`src/rtl/ethernet_pkg.sv`:
```
// Shared definitions for the Ethernet TX path.
//   tx_state_e          : FCS controller sequencing states
//   ETH_MIN_FRAME_BYTES : minimum DA..payload length before the FCS
//   ETH_FCS_BYTES       : length of the frame check sequence
//   bitrev8 / bitrev32  : bit-order reversal between wire order and CRC register order
package ethernet_pkg;

    typedef enum logic [1:0] {
        IDLE = 2'd0,
        DATA = 2'd1,
        PAD  = 2'd2,
        FCS  = 2'd3
    } tx_state_e;

    localparam int ETH_MIN_FRAME_BYTES = 60;
    localparam int ETH_FCS_BYTES       = 4;

    function automatic logic [7:0] bitrev8(input logic [7:0] v);
        logic [7:0] r;
        for (int i = 0; i < 8; i++) begin
            r[i] = v[7-i];
        end
        return r;
    endfunction

    function automatic logic [31:0] bitrev32(input logic [31:0] v);
        logic [31:0] r;
        for (int i = 0; i < 32; i++) begin
            r[i] = v[31-i];
        end
        return r;
    endfunction

endpackage

```
`src/rtl/ethernet_crc32.sv`:
```
// MSB-first CRC-32 engine (polynomial 0x04C11DB7, preset all-ones), one byte per clock.
//   clk_i        : clock
//   rst_n_i      : asynchronous active-low reset, presets the register
//   initialize_i : load the all-ones preset (has priority over compute_i)
//   compute_i    : fold data_i into the register this cycle
//   data_i       : byte, bit 7 processed first
//   crc32_o      : current register contents (no final inversion)
module ethernet_crc32 (
    input  logic        clk_i,
    input  logic        rst_n_i,
    input  logic        initialize_i,
    input  logic        compute_i,
    input  logic [7:0]  data_i,
    output logic [31:0] crc32_o
);

    localparam logic [31:0] POLY = 32'h04C1_1DB7;

    logic [31:0] crc_q;
    logic [31:0] crc_d;

    function automatic logic [31:0] crc_byte(input logic [31:0] c, input logic [7:0] d);
        logic [31:0] r;
        logic        fb;
        r = c;
        for (int i = 7; i >= 0; i--) begin
            fb = r[31] ^ d[i];
            r  = {r[30:0], 1'b0} ^ (fb ? POLY : 32'h0);
        end
        return r;
    endfunction

    always_comb begin
        crc_d = crc_q;
        if (initialize_i) begin
            crc_d = '1;
        end else if (compute_i) begin
            crc_d = crc_byte(crc_q, data_i);
        end
    end

    always_ff @(posedge clk_i or negedge rst_n_i) begin
        if (!rst_n_i) begin
            crc_q <= '1;
        end else begin
            crc_q <= crc_d;
        end
    end

    assign crc32_o = crc_q;

endmodule

```
`src/rtl/ethernet_tx_fcs_controller.sv`:
```
// TX FCS controller: passes frame bytes through, zero-pads short frames to
// MIN_FRAME_BYTES and appends the 4-byte FCS in on-wire order.
//   clk_i, rst_n_i                     : clock, asynchronous active-low reset
//   s_data_i/s_valid_i/s_last_i/s_ready_o : input byte stream from the framer
//   m_data_o/m_valid_o/m_last_o/m_ready_i : output byte stream to the PHY side
//   busy_o                             : a frame is in progress
module ethernet_tx_fcs_controller
    import ethernet_pkg::*;
#(
    parameter int MIN_FRAME_BYTES = ETH_MIN_FRAME_BYTES,
    parameter int PAD_ENABLE      = 1,
    parameter int CNT_WIDTH       = 11
) (
    input  logic       clk_i,
    input  logic       rst_n_i,
    input  logic [7:0] s_data_i,
    input  logic       s_valid_i,
    input  logic       s_last_i,
    output logic       s_ready_o,
    output logic [7:0] m_data_o,
    output logic       m_valid_o,
    output logic       m_last_o,
    input  logic       m_ready_i,
    output logic       busy_o
);

    localparam logic [1:0] LAST_K = 2'(ETH_FCS_BYTES - 1);

    tx_state_e            state_q, state_d;
    logic [CNT_WIDTH-1:0] cnt_q, cnt_d;
    logic [1:0]           k_q, k_d;

    logic        crc_init;
    logic        crc_compute;
    logic [7:0]  crc_data;
    logic [31:0] crc_reg;
    logic [31:0] fcs;
    logic [31:0] cnt_plus1;
    logic [CNT_WIDTH-1:0] cnt_sat;

    ethernet_crc32 u_crc (
        .clk_i        (clk_i),
        .rst_n_i      (rst_n_i),
        .initialize_i (crc_init),
        .compute_i    (crc_compute),
        .data_i       (crc_data),
        .crc32_o      (crc_reg)
    );

    // The engine runs MSB-first on bit-reversed bytes, so reversing its register
    // gives the reflected CRC-32; inverted, its low byte goes on the wire first.
    assign fcs       = ~bitrev32(crc_reg);
    assign cnt_plus1 = 32'(cnt_q) + 32'd1;
    assign cnt_sat   = (&cnt_q) ? cnt_q : cnt_q + CNT_WIDTH'(1);

    always_comb begin
        state_d     = state_q;
        cnt_d       = cnt_q;
        k_d         = k_q;
        s_ready_o   = 1'b0;
        m_valid_o   = 1'b0;
        m_last_o    = 1'b0;
        m_data_o    = 8'h00;
        crc_init    = 1'b0;
        crc_compute = 1'b0;
        crc_data    = 8'h00;
        case (state_q)
            IDLE: begin
                crc_init = 1'b1;
                // No byte is taken here; the first byte is accepted in DATA.
                if (s_valid_i) begin
                    state_d = DATA;
                end
            end
            DATA: begin
                m_data_o  = s_data_i;
                m_valid_o = s_valid_i;
                s_ready_o = m_ready_i;
                if (s_valid_i && m_ready_i) begin
                    crc_compute = 1'b1;
                    crc_data    = bitrev8(s_data_i);
                    cnt_d       = cnt_sat;
                    if (s_last_i) begin
                        if ((PAD_ENABLE != 0) && (cnt_plus1 < 32'(MIN_FRAME_BYTES))) begin
                            state_d = PAD;
                        end else begin
                            state_d = FCS;
                        end
                    end
                end
            end
            PAD: begin
                m_valid_o = 1'b1;
                if (m_ready_i) begin
                    crc_compute = 1'b1;
                    cnt_d       = cnt_sat;
                    if (cnt_plus1 >= 32'(MIN_FRAME_BYTES)) begin
                        state_d = FCS;
                    end
                end
            end
            FCS: begin
                m_valid_o = 1'b1;
                m_last_o  = (k_q == LAST_K);
                case (k_q)
                    2'd0:    m_data_o = fcs[7:0];
                    2'd1:    m_data_o = fcs[15:8];
                    2'd2:    m_data_o = fcs[23:16];
                    default: m_data_o = fcs[31:24];
                endcase
                if (m_ready_i) begin
                    if (k_q == LAST_K) begin
                        state_d = IDLE;
                        k_d     = 2'd0;
                        cnt_d   = '0;
                    end else begin
                        k_d = k_q + 2'd1;
                    end
                end
            end
            default: begin
                state_d = IDLE;
            end
        endcase
    end

    always_ff @(posedge clk_i or negedge rst_n_i) begin
        if (!rst_n_i) begin
            state_q <= IDLE;
            cnt_q   <= '0;
            k_q     <= 2'd0;
        end else begin
            state_q <= state_d;
            cnt_q   <= cnt_d;
            k_q     <= k_d;
        end
    end

    assign busy_o = (state_q != IDLE);

endmodule

```
`config.mk`:
```
export PLATFORM = sky130hd
export DESIGN_NAME = ethernet_tx_fcs_controller
export DESIGN_NICKNAME = d
export VERILOG_FILES = /design/src/rtl/ethernet_pkg.sv /design/src/rtl/ethernet_crc32.sv /design/src/rtl/ethernet_tx_fcs_controller.sv
export SDC_FILE = /design/constraint.sdc
export NUM_CORES = 1
export LEC_CHECK = 0
export CAP_MARGIN = 20
export CORE_ASPECT_RATIO = 1.25
export CORE_MARGIN = 5
export CORE_UTILIZATION = 50
export CTS_CLUSTER_DIAMETER = 150
export DETAILED_ROUTE_END_ITERATION = 7
export GPL_TIMING_DRIVEN = 0
export PLACE_DENSITY = 0.69
export SKIP_CTS_REPAIR_TIMING = 1
export SYNTH_ARGS = -nofsm -noshare
export SYNTH_HDL_FRONTEND = slang
export SYNTH_SLANG_ARGS = --single-unit
```
`constraint.sdc`:
```
create_clock -name clk_i -period 2.4 [get_ports clk_i]
set_input_delay 0.48 -clock clk_i [delete_from_list [all_inputs] [get_ports clk_i]]
set_output_delay 0.48 -clock clk_i [all_outputs]
set_load 0.005 [all_outputs]
```
==> key figures <==
Placed design
  – IO buf count: 24
  – DP HPWL: 6740 um
  – RePlAce Congestion: 0.902

Critical path
  – WP data required: 1920 ps
  – WS Path Type: register to output pin
  – Critical path's most frequent cell: inv_1
  – CP peak stage delay: 520 ps
  – Slowest cell on crit path: clkdlybuf4s50_1
  – CP delay by family, top: buffers and inverters
  – Arrival time at the worst endpoint: 2050 ps
  – Critical Path, Cell by Cell: inv_1 > ha_2 > inv_1 > buf_4 > buf_6 > clkdlybuf4s50_1
  – CP Max Fanout: 10
  – Element type at the critical path end: output pin
  – Startpoint types: register
  – CP Buf/Inv Count: 5

Timing
  – Total Neg Setup Slack: -641 ps
  – Crit path time final: 2530 ps
  – Clk_skew: 17.8 ps
  – Slew Viols, Final: 0
  – Slew margin rel.: 0.646
  – Final setup fails: 7
  – Actual slew at the worst max-slew pin: 527 ps
  – Max Clk Rate: 0.395 GHz
  – Final Hold Viols: 0
  – RSZ-0062 raised after global routing: yes
  – Period Utilization, post-route: 1.06
  – Final setup slack of the worst path: -133 ps

Synthesis
  – Ys Warns: 0
  – Dominant cell type by area after synthesis: dfstp_2
  – Area contributors post-synth: dfstp_2, dfrtp_1, xnor2_1, xor2_1, nand2_1
  – Post-synth top area share: 0.235
  – Number of synthesized register bits: 47
  – Most frequent cell after synthesis: nand2_1
  – Ys flop type: dfstp_2
  – Syn_nets: 401
  – Synth cell types: 52
  – Post-synth EDFFs: 0
  – Avg Cell Area, Syn: 9.46 um^2
  – Post-synthesis sequential area ratio: 0.339
  – Synth Cell Area: 0.00358 mm^2
  – Cell count after synthesis: 379
  – Most instantiated cells after synthesis: nand2_1, xnor2_1, dfstp_2
  – Synth async-reset ratio: 1.00

Die
  – Die span in x: 85.7 um
  – Rows: 34
  – # IOs: 25
  – Initial core utilization: 0.514
  – Total die area: 0.00897 mm^2
  – Core area: 0.00698 mm^2
  – Die H: 105 um

Finish
  – Reg area: 0.00122 mm^2
  – Inserted Diodes: 0
  – # fillers: 549
  – Area of the multi-input gates: 0.00244 mm^2
  – Share of cells above drive strength 1: 0.351
  – Area grow syn2layout: 29.9%
  – Net count, final: 468

Pwr
  – Total power: 0.00729 W
  – Static Leak: 1.97 nW
  – Maximum VDD drop: 967 uV
  – Total power per unit cell area: 1570 mW/mm^2

Worst hold path
  – Worst min path class: input port to asynchronous set/reset pin

Clock tree
  – Reg clk slew, reported paths: 100 ps
  – CTS root buffer: clkbuf_8
  – CTS tree: yes
  – Deepest clock path buffer count: 2
  – Clk Latency, worst-skew pair: 310 ps
  – Clk sinks: 47
  – Number of H-tree levels: 2
  – Num CTS Buffers: 5

Routing
  – Post-Route WL: 10000 um
  – Drt drc: 0
  – Vias/cell: 5.88
  – Iter 0 DRT Violations: 263
  – Vias: 3159
  – ANT nets after route: 0
  – DR WL/cell: 18.6 um
  – 1st-pass router iterations: 7

Global route
  – Global-route wire length before repair: 15400 um
  – Largest net degree at the start of global routing: 30
  – GRT Overall Usage: 0.215
  – Number of antenna violations at the first check in global routing: 0
  – Gr ovfl total: 0
  – Vias in the first global route: 2869

Run
  – Max Cap Violations: 0

Status
  – Status: finished with violations
  – Failing checks: setup timing
## cells by family after synthesis
family,count (synthesis),share of synthesized area
AO/OA/AOI/OAI,106,0.199
XOR/XNOR,70,0.218
adder cells (fa/ha/maj),9,0.0314
buffers and inverters,42,0.0499
flip-flops,47,0.339
multiplexers,2,0.00628
AND/OR/NAND/NOR,103,0.156
## layer usage
metal	GRT usage	wire, um	up-vias
met5	0	0	-
met4	0.0407	167	0
met3	0.0449	615	14
met2	0.333	4680	116
met1	0.312	4540	1569
li1	-	-	1460
## report_power, final
group,leakage [nW],total [W],internal (W),switching [W]
Sequential,0.521,0.00156,0.00123,0.000330
Combinational,1.40,0.00522,0.00258,0.00265
Clock,0.0445,0.000502,0.000205,0.000297
## area by class of cell
cell class / instances / share of cell area
Buffer: 22 / 0.0363
Clock buffer: 5 / 0.0148
Clock inverter: 3 / 0.00403
Inverter: 19 / 0.0172
Multi-Input combinational cell: 290 / 0.523
Sequential cell: 47 / 0.261
Tap cell: 90 / 0.0242
Timing Repair Buffer: 61 / 0.119
## state kept, by name, indices dropped and copies added, names as in the netlist
signal         flops
state_q            2
u_crc.crc32_o     32
cnt_q             11
k_q                2
## per-stage QoR
| stage | area, um^2 | worst slack (ps) | hold WS, ps | utilization | std cells |
|---|---|---|---|---|---|
| final | 4660 | -133 | 110 | 0.667 | 537 |
| after CTS | 4040 | -868 | 111 | 0.579 | 502 |
| after detailed placement | 3950 | -659 | 454 | 0.567 | 494 |
| after floorplan | 3580 | 201 | 184 | - | 379 |
| after global routing | 4660 | -199 | 135 | 0.667 | 537 |
| after global placement | 3940 | -608 | 493 | 0.564 | 493 |
## final timing paths
| kind | depth (start not counted) | slack, ps | startpoint | to |
|---|---|---|---|---|
| worst min-delay path | 1 | 110 | rst_n_i | k_q[1] |
| worst max register to register | 10 | 50 | state_q[1] | u_crc.crc32_o[15] |
| min in group clk_i | 2 | 530 | u_crc.crc32_o[22] | u_crc.crc32_o[22] |
| max in group asynchronous | 2 | 1680 | rst_n_i | u_crc.crc32_o[18] |
| worst max-delay path | 6 | -130 | state_q[0] | busy_o |
| worst min register to register | 2 | 530 | u_crc.crc32_o[22] | u_crc.crc32_o[22] |
## cell usage in the layout, fill, tap and decap left out, types with 8 or more instances in the layout
master and instances:
nor3_1 9, buf_4 33, o21ai_1 8, o21ai_0 12
o211ai_1 16, clkdlybuf4s50_1 11, xnor2_4 8, a21oi_1 28
xor2_1 19, nor2b_1 9, xnor2_1 31, nand2_1 44
dlymetal6s2s_1 8, dfrtp_1 14, inv_1 14, dfstp_2 32
buf_6 8
(Power assumes the default switching activity.)
